`src/rtl/rf_wb_arbiter.sv`:
```
// rtl/rf_wb_arbiter.sv - ALU/load writeback arbiter feeding the 4-thread RF write port (optional RF_WB_BYPASS_EN)
module rf_wb_arbiter #(
    parameter int MEM_DEPTH    = 4,
    parameter int STARVE_LIMIT = 4
) (
    input  logic                          clk,
    input  logic                          rst,
    input  logic                          alu_valid,
    output logic                          alu_ready,
    input  logic [1:0]                    alu_thread,
    input  logic [2:0]                    alu_waddr,
    input  logic [63:0]                   alu_wdata,
    input  logic                          mem_valid,
    output logic                          mem_ready,
    input  logic [1:0]                    mem_thread,
    input  logic [2:0]                    mem_waddr,
    input  logic [63:0]                   mem_wdata,
    output logic                          rf_wena,
    output logic [1:0]                    rf_wthread,
    output logic [2:0]                    rf_waddr,
    output logic [63:0]                   rf_wdata,
    output logic [$clog2(MEM_DEPTH):0]    fifo_count,
    output logic                          wb_busy
);

    localparam int AW = $clog2(MEM_DEPTH);
    localparam int CW = AW + 1;
    localparam int PW = 69;
    localparam logic [CW-1:0] DEPTH_C = CW'(MEM_DEPTH);
    localparam logic [3:0]    LIMIT_C = 4'(STARVE_LIMIT);

    // Load FIFO storage: {thread, addr, data}
    logic [PW-1:0] r_mem [MEM_DEPTH];
    logic [AW-1:0] r_wr_ptr;
    logic [AW-1:0] r_rd_ptr;
    logic [CW-1:0] r_count;
    logic [3:0]    r_starve;

    // Registered RF write port
    logic          r_wena;
    logic [1:0]    r_wthread;
    logic [2:0]    r_waddr;
    logic [63:0]   r_wdata;

    logic          w_fifo_nonempty;
    logic          w_force_mem;
    logic          w_alu_grant;
    logic          w_fifo_grant;
    logic          w_mem_accept;
    logic          w_bypass;
    logic          w_push;
    logic          w_pop;
    logic [PW-1:0] w_head;
    logic [PW-1:0] w_mem_beat;

    assign w_fifo_nonempty = (r_count != '0);
    assign w_force_mem     = w_fifo_nonempty && (r_starve == LIMIT_C);

    // Readies depend only on reset and registered state, never on this cycle's pop
    assign alu_ready = !rst && !w_force_mem;
    assign mem_ready = !rst && (r_count < DEPTH_C);

    assign w_alu_grant  = alu_valid && alu_ready;
    assign w_fifo_grant = !rst && !w_alu_grant && w_fifo_nonempty;
    assign w_mem_accept = mem_valid && mem_ready;

`ifdef RF_WB_BYPASS_EN
    // An idle arbiter with an empty FIFO forwards the load straight to the output register
    assign w_bypass = w_mem_accept && !w_fifo_nonempty && !w_alu_grant;
`else
    assign w_bypass = 1'b0;
`endif

    assign w_push     = w_mem_accept && !w_bypass;
    assign w_pop      = w_fifo_grant;
    assign w_head     = r_mem[r_rd_ptr];
    assign w_mem_beat = {mem_thread, mem_waddr, mem_wdata};

    // FIFO payload write; contents need no reset because count gates every read
    always_ff @(posedge clk) begin
        if (w_push) begin
            r_mem[r_wr_ptr] <= w_mem_beat;
        end
    end

    // FIFO pointers and occupancy; simultaneous push and pop leave the count unchanged
    always_ff @(posedge clk) begin
        if (rst) begin
            r_wr_ptr <= '0;
            r_rd_ptr <= '0;
            r_count  <= '0;
        end else begin
            if (w_push) begin
                r_wr_ptr <= r_wr_ptr + 1'b1;
            end
            if (w_pop) begin
                r_rd_ptr <= r_rd_ptr + 1'b1;
            end
            case ({w_push, w_pop})
                2'b10:   r_count <= r_count + 1'b1;
                2'b01:   r_count <= r_count - 1'b1;
                default: r_count <= r_count;
            endcase
        end
    end

    // Count ALU wins while loads wait; any load grant or an empty FIFO clears it
    always_ff @(posedge clk) begin
        if (rst) begin
            r_starve <= '0;
        end else if (!w_fifo_nonempty || w_fifo_grant) begin
            r_starve <= '0;
        end else if (w_alu_grant && (r_starve != LIMIT_C)) begin
            r_starve <= r_starve + 1'b1;
        end
    end

    // Output register: one-beat write enable, payload holds its last value when idle
    always_ff @(posedge clk) begin
        if (rst) begin
            r_wena    <= 1'b0;
            r_wthread <= '0;
            r_waddr   <= '0;
            r_wdata   <= '0;
        end else begin
            r_wena <= w_alu_grant || w_fifo_grant || w_bypass;
            if (w_alu_grant) begin
                r_wthread <= alu_thread;
                r_waddr   <= alu_waddr;
                r_wdata   <= alu_wdata;
            end else if (w_fifo_grant) begin
                {r_wthread, r_waddr, r_wdata} <= w_head;
            end else if (w_bypass) begin
                {r_wthread, r_waddr, r_wdata} <= w_mem_beat;
            end
        end
    end

    assign rf_wena    = r_wena;
    assign rf_wthread = r_wthread;
    assign rf_waddr   = r_waddr;
    assign rf_wdata   = r_wdata;
    assign fifo_count = r_count;
    assign wb_busy    = w_fifo_nonempty || r_wena;

endmodule

```
`config.mk`:
```
export PLATFORM = sky130hd
export DESIGN_NAME = rf_wb_arbiter
export DESIGN_NICKNAME = d
export VERILOG_FILES = /design/src/rtl/rf_wb_arbiter.sv
export SDC_FILE = /design/constraint.sdc
export NUM_CORES = 1
export LEC_CHECK = 0
export ABC_AREA = 1
export BUFFER_PORTS_ARGS = -buffer_cell sky130_fd_sc_hd__buf_2
export CORE_ASPECT_RATIO = 1.4
export CORE_MARGIN = 3
export CORE_UTILIZATION = 23
export DETAILED_ROUTE_END_ITERATION = 10
export SYNTH_ARGS = -nofsm -noshare
export SYNTH_HDL_FRONTEND = slang
export SYNTH_SLANG_ARGS = --single-unit
export TNS_END_PERCENT = 30
```
`constraint.sdc`:
```
create_clock -name clk -period 5.29 [get_ports clk]
set_input_delay 0.529 -clock clk [delete_from_list [all_inputs] [get_ports clk]]
set_output_delay 0.529 -clock clk [all_outputs]
set_load 0.01 [all_outputs]
```
==> impl_metrics.env <==
export IMPL_dp_cells=2416
export IMPL_ys_warn_count=0
export IMPL_wl_per_cell_um=17.23
export IMPL_synth_seq_cells=359
export IMPL_power_leakage_nw=7.260
export IMPL_worstHoldEndpoint="r_mem[0][50]"
export IMPL_drive_above_1_share_pct=19.41
export IMPL_ant_nets=0
export IMPL_synth_cells=1435
export IMPL_status="complete, no violations"
export IMPL_ctsHoldBuffers=0
export IMPL_fp_coreArea_um2=63280
export IMPL_cts_tree="built"
export IMPL_insertion_delay_ns=0.55
export IMPL_finalMaxSlewViolations=0
export IMPL_final_setup_viol_count=0
export IMPL_nets=1775
export IMPL_use_met3_pct=2.943
export IMPL_worst_pin_slew_ns=1.209
export IMPL_cp_max_fo=35
export IMPL_synthDistinctLibCells=25
export IMPL_drt_initial_drc_count=635
export IMPL_cts_setup_buffers=0
export IMPL_clk_pin_slew_ns=0.06
export IMPL_instances_no_fill=2489
export IMPL_grt_met2_usage_pct=22.75
export IMPL_initial_utilization_pct=23.25
export IMPL_rsz0062_at_grt="no"
export IMPL_synth_area_leaders="edfxtp_1 (56%), dfxtp_1 (11%), nor2_1 (9.2%), nand2_1 (4.9%), o21ai_0 (4.4%)"
export IMPL_setup_ws_ns=2.489
export IMPL_die_w_um=219.8
export IMPL_p_per_area_nw_per_um2=422.6
export IMPL_avgSynthCellArea_um2=10.25
export IMPL_dp_hpwl_um=27340
export IMPL_viasPerCell=4.347
export IMPL_fin_skew_ns=0.01485
export IMPL_cts_resized=0
export IMPL_r2r_slack_ns=2.49
export IMPL_grt_use_total_pct=12.59
export IMPL_fmaxAchievable_mhz=357.0
export IMPL_synth_top_cell_by_area="edfxtp_1"
export IMPL_r2r_start="fifo_count[0]"
export IMPL_gp_congestion=0.7505
export IMPL_worstHoldStart="mem_wdata[50]"
export IMPL_grt_pass1_wl_um=64070
export IMPL_syn_area_um2=14710
export IMPL_cp_required_ns=5.78
export IMPL_grt_start_max_net_pins=85
export IMPL_arrival_ns=3.29
export IMPL_hold_path_class="in2reg"
export IMPL_grt_busiest_layer="met2"
export IMPL_overflow=0
export IMPL_ff2ff_path_depth=9
export IMPL_drt_pass1_iter_count=8
export IMPL_drc=0
export IMPL_die_area_um2=67080
export IMPL_port_buffers=217
export IMPL_pre_cts_ws_ns=2.249
export IMPL_fp_dieH_um=305.3
export IMPL_cap_viol_max_count=0
export IMPL_tns_ns=0
export IMPL_cts_path_max_buffers=3
export IMPL_routed_wl_um=42890
export IMPL_fin_crit_ns=2.801
export IMPL_syn_to_final_growth_pct=22.35
export IMPL_grt_use_met1_pct=14.57
export IMPL_relSlewSlack_pct=19.25
export IMPL_syn_nets=1585
export IMPL_netlist_area_leader_share_pct=56.33
export IMPL_numCtsBuffers=39
export IMPL_worst_ir_drop_vdd_uv=296.3
export IMPL_htreeDepth=2
export IMPL_totalPowerFinal_w=0.007607
export IMPL_hold_violations=0
export IMPL_whs_ns=0.1971
export IMPL_startpoint_type="register"
export IMPL_vias=10820
export IMPL_cts_root_buf="clkbuf_16"
export IMPL_cts_sinks=359
export IMPL_grt_pass1_vias=10920
export IMPL_core_rowCount=109
export IMPL_antenna_found_initial=6
export IMPL_period_share_pct=52.96
export IMPL_io_pins=218
export IMPL_crit_type="reg2reg"
export IMPL_min_path_cells=1
export IMPL_reg2reg_to="rf_wdata[61]"
export IMPL_seq_area_frac_synth_pct=67.62
export IMPL_endpoint_kind="register"
layout make-up:
type,instances,area [um2]
inverters,90,342.8
repair buffers,241,1279
fillers,6603,45280
clock inverters,17,247.7
diodes,3,7.507
multi-input cells,894,4016
clock buffers,53,1110
flip-flops and latches,359,9957
well taps,832,1041
cells in the mapped netlist:
| master | instances |
|---|---|
| a21oi_1 | 7 |
| a21oi_4 | 1 |
| buf_1 | 7 |
| buf_2 | 38 |
| buf_4 | 7 |
| buf_6 | 4 |
| clkbuf_1 | 36 |
| dfxtp_1 | 83 |
| edfxtp_1 | 276 |
| fa_1 | 1 |
| ha_1 | 7 |
| inv_1 | 84 |
| inv_2 | 6 |
| nand2_1 | 191 |
| nand3_1 | 105 |
| nand3_2 | 1 |
| nand4_1 | 70 |
| nor2_1 | 362 |
| nor2_4 | 1 |
| o2111ai_1 | 1 |
| o21ai_0 | 129 |
| o21ai_1 | 14 |
| or2_2 | 1 |
| xnor2_1 | 1 |
| xor2_1 | 2 |
layer usage:
layer  share of wire [%]  routed length [um]
met4                 2.4                1021
met2                  52               22200
met1                  40               17020
met5               0.030                  13
met3                 6.1                2637
metrics by stage:
step                util [%]  cell area, um2
floorplan                  -           14710
global placement       26.29           16640
detailed placement     26.29           16640
CTS                    28.43           17990
global route           28.44           18000
finish                 28.45           18000
state kept, by name, summed over array words and instances (netlist names), named ones only:
signal      flops
r_rd_ptr        2
rf_wena         1
rf_wdata       64
rf_waddr        3
r_mem         276
r_starve        4
rf_wthread      2
r_wr_ptr        2
fifo_count      3
critical path, stage by stage, from the launching register on:
cell and delay (ns):
dfxtp_1 0.41, nor2_1 0.07, nand2_1 0.16, inv_2 0.34
a21oi_4 1.06, buf_4 0.39, nor2_1 0.06, nor2_1 0.09
nand2_1 0.07, inv_1 0.06
cells in the final DEF, fill, tap and decap left out, types with 2 or more instances in the layout:
cell type / n
diode_2: 3
nor2_4: 5
o21ai_0: 129
clkbuf_1: 7
buf_2: 217
a21oi_1: 7
inv_1: 84
clkinv_2: 4
nand3_1: 105
buf_4: 23
inv_6: 4
dfxtp_1: 81
bufinv_16: 5
clkbuf_8: 6
nand2_1: 190
clkinv_4: 3
inv_2: 3
clkinvlp_4: 2
o21ai_1: 14
nor2_1: 358
ha_1: 7
xor2_1: 2
nand4_1: 70
edfxtp_1: 276
dfxtp_4: 2
clkbuf_16: 40
logic make-up after synthesis:
family | count (synthesis) | share of synthesized area [%]
AOI/OAI and AO/OA | 152 | 5.273
DFF | 359 | 67.62
adders and majority gates | 8 | 0.7313
xor gates and xnor gates | 3 | 0.1786
buffers and inverters | 182 | 5.349
and+or+nand+nor | 731 | 20.84
report_power, final:
part,leakage [nW],switching [W],internal (W)
logic,3.41,0.000935,0.000447
registers,3.19,0.000138,0.00323
clock network,0.660,0.00112,0.00173
how the worst max path moves through the flow:
stage | startpoint | end | slack, ns | depth (start not counted)
6_report | fifo_count[0] | rf_wdata[61] | 2.49 | 9
3_5_place_dp | rst | r_mem[2][54] | 2.25 | 5
4_1_cts | fifo_count[0] | rf_wdata[61] | 2.39 | 9
2_1_floorplan | rst | r_mem[0][0] | 0.94 | 3
3_3_place_gp | rst | r_mem[2][52] | 2.29 | 5
5_1_grt | fifo_count[0] | rf_wthread[0] | 2.19 | 9
(Power assumes the default switching activity.)
